File: src/rtl/uart_pkg.sv
// Shared UART definitions: FSM states, parity modes and default bit timing.
package uart_pkg;

  localparam int CLK_HZ = 12_000_000;
  localparam int BAUD = 115_200;
  localparam int DEF_CLKS_PER_BIT = CLK_HZ / BAUD;

  localparam logic PAR_EVEN = 1'b0;
  localparam logic PAR_ODD = 1'b1;

  typedef enum logic [2:0] {
    ST_IDLE,
    ST_START,
    ST_DATA,
    ST_PARITY,
    ST_STOP
  } uart_state_t;

endpackage

File: src/rtl/uart_baud_counter.sv
// Bit-period timer: ticks on the last clock of each serial bit.
module uart_baud_counter #(
  parameter int CLKS_PER_BIT = 104
) (
  input  logic i_clk,
  input  logic i_rst,
  input  logic i_clear,
  output logic o_tick
);

  localparam int W = (CLKS_PER_BIT > 1) ? $clog2(CLKS_PER_BIT) : 1;
  localparam logic [W-1:0] LAST = W'(CLKS_PER_BIT - 1);

  logic [W-1:0] cnt;

  assign o_tick = (cnt == LAST) && !i_clear;

  always_ff @(posedge i_clk or posedge i_rst) begin
    if (i_rst) begin
      cnt <= '0;
    end else if (i_clear || o_tick) begin
      cnt <= '0;
    end else begin
      cnt <= cnt + 1'b1;
    end
  end

endmodule

File: src/rtl/uart_tx.sv
// UART transmitter: start bit, LSB-first data, optional parity, stop bits.
module uart_tx
  import uart_pkg::*;
#(
  parameter int CLKS_PER_BIT = DEF_CLKS_PER_BIT,
  parameter int DATA_DEPTH = 8,
  parameter int PARITY_EN = 0,
  parameter int PARITY_ODD = 0,
  parameter int STOP_BITS = 1
) (
  input  logic                  i_clk,
  input  logic                  i_rst,
  input  logic [DATA_DEPTH-1:0] i_data,
  input  logic                  i_valid,
  output logic                  o_ready,
  output logic                  o_tx,
  output logic                  o_done
);

  localparam int IW = $clog2(DATA_DEPTH);
  localparam logic [IW-1:0] LAST_BIT = IW'(DATA_DEPTH - 1);
  localparam logic LAST_STOP = 1'(STOP_BITS - 1);
  localparam logic PAR_INV = (PARITY_ODD != 0) ? PAR_ODD : PAR_EVEN;

  uart_state_t state;
  logic [DATA_DEPTH-1:0] shreg;
  logic [IW-1:0] bit_idx;
  logic stop_idx;
  logic par;
  logic tick;

  uart_baud_counter #(
    .CLKS_PER_BIT(CLKS_PER_BIT)
  ) u_baud (
    .i_clk  (i_clk),
    .i_rst  (i_rst),
    .i_clear(state == ST_IDLE),
    .o_tick (tick)
  );

  always_ff @(posedge i_clk or posedge i_rst) begin
    if (i_rst) begin
      state <= ST_IDLE;
      shreg <= '0;
      bit_idx <= '0;
      stop_idx <= 1'b0;
      par <= 1'b0;
      o_tx <= 1'b1;
      o_ready <= 1'b1;
      o_done <= 1'b0;
    end else begin
      o_done <= 1'b0;
      unique case (state)
        ST_IDLE: begin
          if (i_valid && o_ready) begin
            shreg <= i_data;
            par <= (^i_data) ^ PAR_INV;
            o_tx <= 1'b0;
            o_ready <= 1'b0;
            state <= ST_START;
          end
        end
        ST_START: begin
          if (tick) begin
            o_tx <= shreg[0];
            shreg <= shreg >> 1;
            bit_idx <= '0;
            state <= ST_DATA;
          end
        end
        ST_DATA: begin
          if (tick) begin
            if (bit_idx == LAST_BIT) begin
              stop_idx <= 1'b0;
              if (PARITY_EN != 0) begin
                o_tx <= par;
                state <= ST_PARITY;
              end else begin
                o_tx <= 1'b1;
                state <= ST_STOP;
              end
            end else begin
              bit_idx <= bit_idx + 1'b1;
              o_tx <= shreg[0];
              shreg <= shreg >> 1;
            end
          end
        end
        ST_PARITY: begin
          if (tick) begin
            o_tx <= 1'b1;
            state <= ST_STOP;
          end
        end
        ST_STOP: begin
          if (tick) begin
            if (stop_idx == LAST_STOP) begin
              o_ready <= 1'b1;
              o_done <= 1'b1;
              state <= ST_IDLE;
            end else begin
              stop_idx <= stop_idx + 1'b1;
            end
          end
        end
        default: begin
          o_tx <= 1'b1;
          o_ready <= 1'b1;
          state <= ST_IDLE;
        end
      endcase
    end
  end

endmodule

File: config.mk
export PLATFORM = sky130hd
export DESIGN_NAME = uart_tx
export DESIGN_NICKNAME = d
export VERILOG_FILES = /design/src/rtl/uart_pkg.sv /design/src/rtl/uart_baud_counter.sv /design/src/rtl/uart_tx.sv
export SDC_FILE = /design/constraint.sdc
export NUM_CORES = 1
export LEC_CHECK = 0
export ABC_AREA = 1
export CORE_MARGIN = 2
export CORE_UTILIZATION = 50
export DETAILED_ROUTE_END_ITERATION = 7
export PLACE_DENSITY = 0.72
export RECOVER_POWER = 25
export SETUP_SLACK_MARGIN = 0.02
export SYNTH_ARGS = -nofsm -noshare
export SYNTH_HDL_FRONTEND = slang
export SYNTH_SLANG_ARGS = --single-unit
File: constraint.sdc
create_clock -name i_clk -period 2.1 [get_ports i_clk]
set_input_delay 0.21 -clock i_clk [delete_from_list [all_inputs] [get_ports i_clk]]
set_output_delay 0.21 -clock i_clk [all_outputs]
set_load 0.01 [all_outputs]
* Word-level counts from Yosys, hierarchy flattened
Cells that the tools add are included.
Word-level totals: flip-flop bits (word level) 25, bits in latches 0, memory bits (writable) 0, ROM bits 0, input bits 11, output and inout bits 3, logic and storage cells 77, memories kept 0
Cells by class: add/sub/neg operators 3, multiply operators 0, div/mod/pow operators 0, magnitude comparators 0, eq/ne operators 14, shift-type cells 0, mux-type cells 35, bitwise gates (word level) 2, reduce and logical (&&, ||, !) cells 15
Operators by type and width (count):
- 2-to-1 mux 8 bit | 4
- 2-to-1 mux 3 bit | 10
- one-hot mux 8 bit (3 select lines) | 1
- one-hot mux 3 bit (5 select lines) | 1
- 2-to-1 mux 1 bit | 14
- AND reduction 4 bit | 3
- AND reduction 5 bit | 2
- inequality test 2 x 1 -> 1 bit, second input constant | 4
- inequality test 2 bit, second input constant | 4
- adder 7 x 1 -> 7 bit, second input constant | 1
- == test 7 bit, second input constant | 1
- 2-to-1 mux 7 bit | 1
- AND reduction 7 bit | 1
- == test 3 x 2 -> 1 bit, second input constant | 2
- == test 3 bit, second input constant | 2
- one-hot mux 3 bit (2 select lines) | 1
- one-hot mux 1 bit (5 select lines) | 1
- nonzero test 2 bit | 2
- adder 3 x 1 -> 3 bit, second input constant | 1
- == test 3 x 1 -> 1 bit, second input constant | 1
- zero test 3 bit | 1
- one-hot mux 1 bit (3 select lines) | 1
- nonzero test 3 bit | 1
- OR reduction 3 bit | 1
- 6 further kinds | 8

* Depth between registers and ports, before layout
Gate-level depths: netlist of run 1.
depth after elaboration 5, depth in mapped cells 9, depth with buffers taken out 8

* Cells and area by module
A second synthesis of run 1 with hierarchy kept.
Second synthesis, totals: cells, all modules 178, area, all modules 1428.9 µm²
Modules (own cells, without submodules):
- uart_tx | instances 1, cells an instance 133, area each 1031.0 µm², sequential area each 427.9 µm²
- uart_baud_counter | instances 1, cells an instance 45, area each 397.9 µm², sequential area each 175.2 µm²

* Worst setup path after synthesis of run 1
No wires, ideal clock.
kind flip-flop to flip-flop, start point register bit_idx[0], end point register bit_idx[0], library setup time 0.076 ns, arrival time 1.345 ns, data required time 2.024 ns, path slack 0.678 ns, cell stages (with the launch flop) 7, path buffers 0, clock period less this slack 1.422 ns, path through dfrtp_1 -> ha_1 -> ha_1 -> inv_1 -> nand3_1 -> or2_1 -> o21ai_1
On the way: cells in the longest elaborated chain, start to end 4, elaborated cells on any way between the ends 7, those cells by class 1 x add/sub; 2 x eq/ne; 3 x mux; 1 x reduce/logical
Ends and longest elaborated chain:
- from (decl) | RTL line uart_tx.sv:27 | logic [IW-1:0] bit_idx;
- from (signal assigned) | RTL line uart_tx.sv:83 | bit_idx <= bit_idx + 1'b1;
- adder 3 x 1 -> 3 bit | RTL line uart_tx.sv:83
- 2-to-1 mux 3 bit | RTL line uart_tx.sv:73 | if (bit_idx == LAST_BIT) begin
- 2-to-1 mux 3 bit | RTL line uart_tx.sv:72 | if (tick) begin
- one-hot mux 3 bit (2 select lines) | RTL line uart_tx.sv:53 | unique case (state)
Several ways; a longest one is shown, not always the timed one. The select of a mux whose other input is x is not followed. A chain may end at the register's enable or synchronous reset.

* Worst setup path after layout of run 1
start point register o_ready, end point output port o_ready
RTL lines:
- from (decl) | RTL line uart_tx.sv:15 | output logic o_ready,
- from (signal assigned) | RTL line uart_tx.sv:49 | o_ready <= 1'b1;
- from (signal assigned) | RTL line uart_tx.sv:59 | o_ready <= 1'b0;
- from (signal assigned) | RTL line uart_tx.sv:98 | o_ready <= 1'b1;
No word-level cell between the ends.

==> key figures, run 1 <==
Run status
  • Run status: finished clean

Place
  • Post-detail-place hpwl: 1910 um
  • RD Place Congestion: 0.865
  • Placed Area: 0.00151 mm^2
  • # port buffers: 13
  • Inst Count DP: 211

Logic synthesis
  • Dominant cells by area after synthesis: dfrtp_1 41%, nand2_1 17%, nand3_1 7.8%
  • Commonest cells post-synth: 60 x nand2_1, 22 x dfrtp_1, 21 x nand3_1
  • Syn nets: 182
  • Syn Area/Cell: 8.02 um^2
  • Sequential-to-total area share from yosys stat: 0.448
  • Synth warn: 0
  • Cell count after synthesis: 168
  • Synthesized area: 0.00135 mm^2
  • Most frequent cell after synthesis: nand2_1
  • Synth area leader: dfrtp_1
  • Area share of the leading cell type in the synthesized netlist: 0.409
  • Unique masters post-synth: 27
  • Seq cells post-synth: 24
  • EDFF count, synth: 0
  • Top FF cell, synth: dfrtp_1
  • Async S/R FF share, synth: 1.00

Drt
  • Final wirelength: 2540 um
  • DRC viols: 0
  • Average via count per standard cell: 5.34
  • DR iter-0 viols: 31
  • Final ANT Viol Nets: 0
  • Vias: 1149
  • WL per Instance: 11.8 um
  • Router iterations before antenna repair: 4

Global route
  • Grt met2 use: 0.299
  • First-pass GRT wire length: 4750 um
  • GRT overflow: 0
  • Grt met3 use: 0.0233
  • Met1 GRT Util: 0.268
  • Largest net degree at the start of global routing: 15
  • Busiest layer in global routing: met2
  • Initial antenna violation count: 0
  • Number of global-route vias before repair: 1083
  • Total global-route track usage: 0.188

Flow run
  • Max_cap viols: 0

Die
  • Initial Utilization: 0.534
  • Core Rows: 18
  • Die footprint: 0.00313 mm^2
  • Die Wd: 55.9 um
  • Core area: 0.00252 mm^2
  • IO Pins: 14
  • Die height: 55.9 um

Setup path
  • Slowest CP cell: dfstp_2
  • Critical Path AT: 1.39 ns
  • Critical path class: flop to output port
  • R2R Setup Slk: 0.54 ns
  • Setup crit start kind: flop
  • CP top delay family: flip-flops
  • CP Buf/Inv Count: 1
  • CP Capture Type: output port
  • Critical Path Fanout Max: 3
  • Critical-path cell list: clkdlybuf4s50_1
  • Data required, critical path: 1.89 ns
  • Max stage delay on crit path: 0.56 ns

STA
  • # setup viols final: 0
  • Final period utilization: 0.763
  • Worst Skew: 0.00488 ns
  • Max-slew violation count: 0
  • RSZ-0062 raised after global routing: false
  • Fmax: 624 MHz
  • Worst Tran Pin Value: 0.520 ns
  • Tmin final: 1.60 ns
  • TNS Setup: 0 ns
  • Slew HR: 0.653
  • Final Hold Fails: 0

Pwr
  • Cell Pwr Density: 460 mW/mm^2
  • Worst vdd ir: 0.347 mV
  • LEAKAGE: 0.750 nW

Layout
  • Share of cells above drive strength 1: 0.119
  • # nets final: 200
  • Finished Layout Cells: 215
  • Area growth, synth to finish: 14.1%
  • Filler Cell Count: 254
  • Post-layout util: 0.610
  • Finished Cell Area: 0.00154 mm^2
  • Antenna cell count: 0

Clock tree
  • # resized after CTS: 0
  • Cts hold-fix bufs: 0
  • Clk Latency, worst-skew pair: 0.31 ns
  • Setup Fix Bufs, Post-CTS: 0
  • TritonCTS clock tree: built
  • H-tree Lvls: 1
  • CTS Root Cell: clkbuf_4
  • Clk buf depth: 2
  • Clock sinks: 24
  • Clock-pin transition on the worst setup and hold timing paths: 0.13 ns
  • CTS buffer count: 3

Hold path
  • Class of the worst hold path: primary input to asynchronous set/reset pin
==> layout make-up <==
| class | instances | area (um^2) | area share |
|---|---|---|---|
| clock buffer | 4 | 26.3 | 0.0171 |
| inverter | 15 | 56.3 | 0.0366 |
| multi-input combinational | 128 | 677 | 0.440 |
| sequential | 24 | 603 | 0.392 |
| tap | 30 | 37.5 | 0.0244 |
| timing repair buffer | 14 | 138 | 0.0895 |
==> cell usage in the layout, fill, tap and decap left out, types with 2 or more instances in the layout <==
cell type        synthesis  layout
nand3_1                 21      21
dfrtp_1                 22      22
nor2_1                  13      13
inv_2                    3       3
ha_1                     3       3
nand2_2                  2       2
nor2_4                   2       2
a21oi_1                  3       3
dfstp_2                  2       2
o21ai_1                  3       3
clkdlybuf4s50_1          0      12
nand4_1                  4       4
clkbuf_4                 0       3
nand2_4                  2       2
nand3_4                  2       2
nand2_1                 60      60
nor3_1                   3       3
inv_1                   12      12
==> path summary, 6_finish.rpt <==
| kind | startpoint | end | cells past startpoint |
|---|---|---|---|
| worst min register to register | o_tx | o_tx | 2 |
| max in group asynchronous | i_rst | bit_idx[2] | 3 |
| worst max-delay path | o_ready | o_ready | 1 |
| worst max register to register | bit_idx[0] | bit_idx[1] | 6 |
| min in group i_clk | o_tx | o_tx | 2 |
| worst min-delay path | i_rst | state[1] | 2 |
==> power by group <==
| group | switching [W] | internal [W] | leakage (nW) |
|---|---|---|---|
| Combinational | 0.0000157 | 0.0000211 | 0.427 |
| Sequential | 0 | 0.000462 | 0.309 |
| Clock | 0.000135 | 0.0000741 | 0.0150 |
==> registers in the layout (all words and copies together) (netlist names) <==
register    cells
bit_idx         3
o_done          1
o_ready         1
o_tx            1
shreg           8
state           3
u_baud.cnt      7
==> metrics by stage <==
stage | total power, W | setup WS (ns) | hold slack [ns]
3_3_place_gp | 0.000508 | 0.613 | 0.454
2_1_floorplan | 0.000486 | 0.678 | 0.223
5_1_grt | 0.000741 | 0.372 | 0.394
6_report | 0.000708 | 0.497 | 0.352
4_1_cts | 0.000714 | 0.488 | 0.236
3_5_place_dp | 0.000509 | 0.554 | 0.459
==> metal layers <==
| metal | vias up | share of wire |
|---|---|---|
| met5 | - | 0 |
| met4 | 0 | 0.011 |
| met3 | 4 | 0.019 |
| met2 | 11 | 0.48 |
| met1 | 559 | 0.49 |
| li1 | 575 | - |
==> kinds of logic after synthesis <==
| kind of cell | count (synthesis) | share of synthesized area |
|---|---|---|
| simple gates | 115 | 0.422 |
| flops | 24 | 0.448 |
| buf+inv | 16 | 0.0501 |
| compound gates | 9 | 0.0464 |
| fa+ha+maj | 3 | 0.0279 |
| xor+xnor | 1 | 0.00650 |
(Power assumes the default switching activity.)
==> run 2, diff against run 1 <==
- PLACE_DENSITY: 0.72 -> 0.74
- clock period: 2.1 -> 1.4 ns (I/O delays scaled with it)
==> key figures, run 2 (same netlist as run 1, synthesis figures left out) <==
Run status
  • Run status: finished clean

STA
  • Tmin final: 1.39 ns
  • Worst Skew: 0.0125 ns (+0.00762 ns)
  • Fmax: 719 MHz
  • Final period utilization: 0.993
  • TNS Setup: 0 ns (unchanged)
  • # setup viols final: 0 (unchanged)
  • Max-slew violation count: 0 (unchanged)
  • WHS: 0.382 ns (+0.0301 ns)
  • Worst Tran Pin Value: 0.590 ns (+0.0702 ns)
  • Slew HR: 0.607 (-0.0464)
  • Final Hold Fails: 0 (unchanged)
  • RSZ-0062 raised after global routing: true

Setup path
  • CP Capture Type: flop
  • Register-to-Register Path Depth: 8 (+2)
  • Max stage delay on crit path: 0.42 ns (-0.14 ns)
  • Top cell by count, worst path: nand2_1
  • Worst r2r src: bit_idx[1]
  • Critical path class: flop to flop
  • R2R Setup Slk: 0.01 ns (-0.53 ns)
  • Critical-path cell list: ha_2 > ha_4 > inv_4 > nor2_4 > nor2_8 > nand3_4 > nand2_1 > nand2_1
  • Setup crit start kind: flop
  • Worst R2R End: shreg[0]
  • Slowest CP cell: dfrtp_1
  • Critical Path Fanout Max: 8 (+5)
  • Critical Path AT: 1.61 ns (+0.22 ns)
  • Data required, critical path: 1.62 ns (-0.27 ns)

Global route
  • Largest net degree at the start of global routing: 25 (+10)
  • First-pass GRT wire length: 5090 um (+7.1%)
  • Total global-route track usage: 0.201 (+0.0127)
  • GRT overflow: 0 (unchanged)
  • Number of global-route vias before repair: 1212 (+12%)
  • Initial antenna violation count: 0 (unchanged)

Clock tree
  • Clk buf depth: 2 (unchanged)
  • H-tree Lvls: 1 (unchanged)
  • Clk Latency, worst-skew pair: 0.32 ns (about the same)
  • CTS Root Cell: clkbuf_4
  • TritonCTS clock tree: built
  • Clock sinks: 24 (unchanged)
  • Clock-pin transition on the worst setup and hold timing paths: 0.15 ns (+0.02 ns)
  • CTS buffer count: 3 (unchanged)
  • Cts hold-fix bufs: 0 (unchanged)

Layout
  • Max reg flops: 8 (unchanged)
  • Post-layout util: 0.703 (+0.0933)
  • Antenna cell count: 0 (unchanged)
  • # nets final: 216 (+8.0%)
  • Filler Cell Count: 201 (-21%)
  • Area growth, synth to finish: 31.6%
  • Most frequent cells in the layout: 57 x nand2_1, 21 x dfrtp_1, 19 x nand3_1
  • Largest regs: shreg (8), u_baud.cnt (7)
  • Top reg by flops: shreg
  • Share of cells above drive strength 1: 0.269 (+0.150)
  • Commonest non-fill, non-tap cell in the layout: nand2_1

Die
  • Die Wd: 55.9 um (unchanged)
  • Initial Utilization: 0.534 (unchanged)
  • IO Pins: 14 (unchanged)
  • Core Rows: 18 (unchanged)
  • Core area: 0.00252 mm^2 (unchanged)
  • Die footprint: 0.00313 mm^2 (unchanged)
  • Die height: 55.9 um (unchanged)

Drt
  • Final wirelength: 2850 um (+12%)
  • WL per Instance: 12.3 um (+4.4%)
  • Router iterations before antenna repair: 4 (unchanged)
  • Average via count per standard cell: 5.26 (-1.6%)
  • DRC viols: 0 (unchanged)
  • DR iter-0 viols: 48 (+55%)
  • Final ANT Viol Nets: 0 (unchanged)
  • Vias: 1215 (+5.7%)

Place
  • # port buffers: 13 (unchanged)
  • Post-detail-place hpwl: 2030 um (+6.5%)
  • RD Place Congestion: 0.903 (+4.4%)

Hold path
  • Class of the worst hold path: primary input to asynchronous set/reset pin

Pwr
  • Cell Pwr Density: 712 mW/mm^2 (+55%)
  • Worst vdd ir: 0.683 mV (+97%)
  • LEAKAGE: 0.883 nW (+18%)

Flow run
  • Max_cap viols: 0 (unchanged)
run 2: changes by cell type in the layout (fill, tap and decap cells not counted), sizes merged:
cell	delta
dlygate4sd2	+2
buf	+15
dlymetal6s2s	+1
clkdlybuf4s50	-3
bufinv	+1
run 2: routing by layer:
layer,global-route usage,vias to the layer above,wire length [um]
met5,0,-,0
met4,0.0748,0,54
met3,0.0279,8,147
met2,0.344,40,1350
met1,0.259,562,1290
li1,-,605,-
run 2: report_power, final:
group / internal (W) / leakage, nW / switching, W
sequential: 0.000694 / 0.308 / 0
clock: 0.000289 / 0.0279 / 0.000224
combinational: 0.0000309 / 0.547 / 0.0000254
run 2: metrics by stage:
stage               setup WS, ns  cells  instance area, um^2  power, W
floorplan                 0.0370    168                 1350  0.000728
global placement          0.0158    222                 1610  0.000764
detailed placement      -0.00289    222                 1610  0.000765
CTS                       0.0131    229                 1710   0.00128
global route             -0.0573    231                 1770   0.00130
finish                    0.0101    231                 1770   0.00126
run 2: worst max-delay path: cells and delay by family (launching register included):
kind | cells | cell delay (ns)
buffers and inverters | 1 | 0.06
adders and majority gates | 2 | 0.36
and+or+nand+nor | 5 | 0.45
DFF | 1 | 0.42
run 2: worst max path at each step:
stage,cells after the start,slack (ns),from,to
final,8,0.01,bit_idx[1],shreg[0]
after global routing,7,-0.06,u_baud.cnt[1],shreg[3]
after CTS,8,0.01,u_baud.cnt[1],shreg[0]
after detailed placement,8,-0.003,u_baud.cnt[0],state[1]
after global placement,6,0.02,bit_idx[0],bit_idx[0]
after floorplan,6,0.04,bit_idx[0],bit_idx[0]
run 2: cell type report:
class	instances	area, um^2	area share
multi-input cells	128	748	0.422
flip-flops and latches	24	604	0.341
repair buffers	30	272	0.153
inverters	15	58.8	0.0332
well taps	30	37.5	0.0212
clock inverters	1	30.0	0.0169
clock buffers	3	22.5	0.0127
run 2: what timing repair did:
item,CTS,global route
setup endpoints to repair,18,20
pin swaps,7,5
resized for setup,10,13
setup buffers,3,2
==> run 3, diff against run 2 <==
- SKIP_CTS_REPAIR_TIMING: default -> 1
- SLEW_MARGIN: default -> 20
==> key figures, run 3 (same netlist as run 1, synthesis figures left out) <==
Global route
  • Total global-route track usage: 0.199 (-0.00206)
  • Number of global-route vias before repair: 1189 (-1.9%)
  • Largest net degree at the start of global routing: 25 (unchanged)
  • Initial antenna violation count: 0 (unchanged)
  • GRT overflow: 0 (unchanged)
  • First-pass GRT wire length: 5020 um (-1.4%)

Setup path
  • Max stage delay on crit path: 0.44 ns (+0.02 ns)
  • Data required, critical path: 1.63 ns (about the same)
  • CP Buf/Inv Count: 2 (+1)
  • R2R Setup Slk: -0.007 ns (-0.02 ns)
  • Critical-path cell list: inv_2 > nor2_4 > nand2_4 > nor2_4 > nor2_8 > buf_12 > nand3_1 > nand2_1
  • Slowest CP cell: dfrtp_1
  • Critical Path AT: 1.64 ns (+0.03 ns)
  • CP Capture Type: flop
  • Critical path class: flop to flop
  • Critical Path Fanout Max: 8 (unchanged)
  • Setup crit start kind: flop
  • Top cell by count, worst path: nor2_4
  • CP top delay family: simple AND/OR/NAND/NOR gates

Layout
  • Area growth, synth to finish: 32.7%
  • Share of cells above drive strength 1: 0.271 (+0.00228)
  • Most frequent cells in the layout: 57 x nand2_1, 22 x dfrtp_1, 17 x nand3_1
  • Antenna cell count: 0 (unchanged)
  • Post-layout util: 0.709 (+0.00595)
  • Largest regs: shreg (8), u_baud.cnt (7)
  • # nets final: 218 (+0.93%)
  • Max reg flops: 8 (unchanged)
  • Top reg by flops: shreg
  • Commonest non-fill, non-tap cell in the layout: nand2_1
  • Finished Layout Cells: 233 (+0.87%)

Run status
  • Run status: complete, but fails checks
  • Failing checks: negative setup slack

Die
  • Die footprint: 0.00313 mm^2 (unchanged)
  • Die height: 55.9 um (unchanged)
  • IO Pins: 14 (unchanged)
  • Core area: 0.00252 mm^2 (unchanged)
  • Initial Utilization: 0.534 (unchanged)
  • Die Wd: 55.9 um (unchanged)
  • Core Rows: 18 (unchanged)

STA
  • Final period utilization: 1.00 (+0.0121)
  • TNS Setup: -0.0199 ns (-0.0199 ns)
  • Worst Tran Pin Value: 0.606 ns (+0.0164 ns)
  • Tmin final: 1.41 ns (+0.0169 ns)
  • Worst Skew: 0.00705 ns (-0.00546 ns)
  • Setup ws final: -0.00689 ns (-0.0169 ns)
  • Final Hold Fails: 0 (unchanged)
  • RSZ-0062 raised after global routing: true
  • Max-slew violation count: 0 (unchanged)
  • # setup viols final: 5 (+5)
  • Fmax: 711 MHz (-1.2%)
  • Slew HR: 0.596 (-0.0110)

Pwr
  • Cell Pwr Density: 709 mW/mm^2 (-0.45%)
  • Worst vdd ir: 0.687 mV (+0.51%)
  • LEAKAGE: 0.904 nW (+2.3%)

Clock tree
  • Clock sinks: 24 (unchanged)
  • Clk Latency, worst-skew pair: 0.32 ns (about the same)
  • H-tree Lvls: 1 (unchanged)
  • CTS Root Cell: clkbuf_4
  • CTS buffer count: 3 (unchanged)
  • Clk buf depth: 2 (unchanged)
  • Clock-pin transition on the worst setup and hold timing paths: 0.15 ns (about the same)
  • TritonCTS clock tree: built

Drt
  • Final ANT Viol Nets: 0 (unchanged)
  • WL per Instance: 12.7 um (+2.8%)
  • Vias: 1224 (+0.74%)
  • Final wirelength: 2950 um (+3.7%)
  • Router iterations before antenna repair: 4 (unchanged)
  • Average via count per standard cell: 5.25 (-0.12%)
  • DRC viols: 0 (unchanged)
  • DR iter-0 viols: 46 (-4.2%)

Place
  • Post-detail-place hpwl: 2030 um (unchanged)
  • Pre-CTS WS: -0.00289 ns (unchanged)
  • Inst Count DP: 222 (unchanged)
  • RD Place Congestion: 0.903 (unchanged)
  • # port buffers: 13 (unchanged)

Hold path
  • Class of the worst hold path: primary input to asynchronous set/reset pin

Flow run
  • Max_cap viols: 0 (unchanged)
run 3: changes by cell type in the layout (fill, tap and decap cells not counted), sizes merged:
cell          change
buf               +2
dlygate4sd2       -2
dlymetal6s2s      +2
run 3: metal layers:
metal | share of wire | track usage | up-vias | routed length, um
met5 | 0 | 0 | - | 0
met4 | 0.012 | 0.0680 | 0 | 34
met3 | 0.043 | 0.0256 | 6 | 127
met2 | 0.50 | 0.340 | 30 | 1470
met1 | 0.45 | 0.260 | 579 | 1320
li1 | - | - | 609 | -
run 3: final cells by class:
type	instances	area (um^2)
clock inverter	1	30.0
timing repair buffer	32	294
fill	201	734
inverter	15	56.3
clock buffer	3	22.5
tap	30	37.5
sequential	24	603
multi-input combinational	128	744
run 3: worst min-delay path, stage by stage:
cell,delay [ns]
dlygate4sd3_1,0.53
inv_1,0.05
clkbuf_2,0.48
run 3: through the flow:
stage | power (W) | hold WS [ns] | area, um^2
2_1_floorplan | 0.000728 | 0.153 | 1350
3_3_place_gp | 0.000764 | 0.456 | 1610
3_5_place_dp | 0.000765 | 0.463 | 1610
4_1_cts | 0.00128 | 0.157 | 1660
5_1_grt | 0.00130 | 0.458 | 1790
6_report | 0.00127 | 0.389 | 1790
run 3: worst paths after layout:
check | to | cells after the start | startpoint
setup / recovery | shreg[6] | 8 | state[1]
hold reg to reg | o_tx | 2 | o_tx
max in group asynchronous | shreg[2] | 3 | i_rst
setup reg to reg | shreg[6] | 8 | state[1]
hold / removal | bit_idx[2] | 3 | i_rst
min in group i_clk | shreg[7] | 5 | i_data[7]
run 3: where the power goes:
| group | internal [W] | switching [W] |
|---|---|---|
| Sequential | 0.000694 | 0 |
| Combinational | 0.0000309 | 0.0000261 |
| Clock | 0.000290 | 0.000228 |
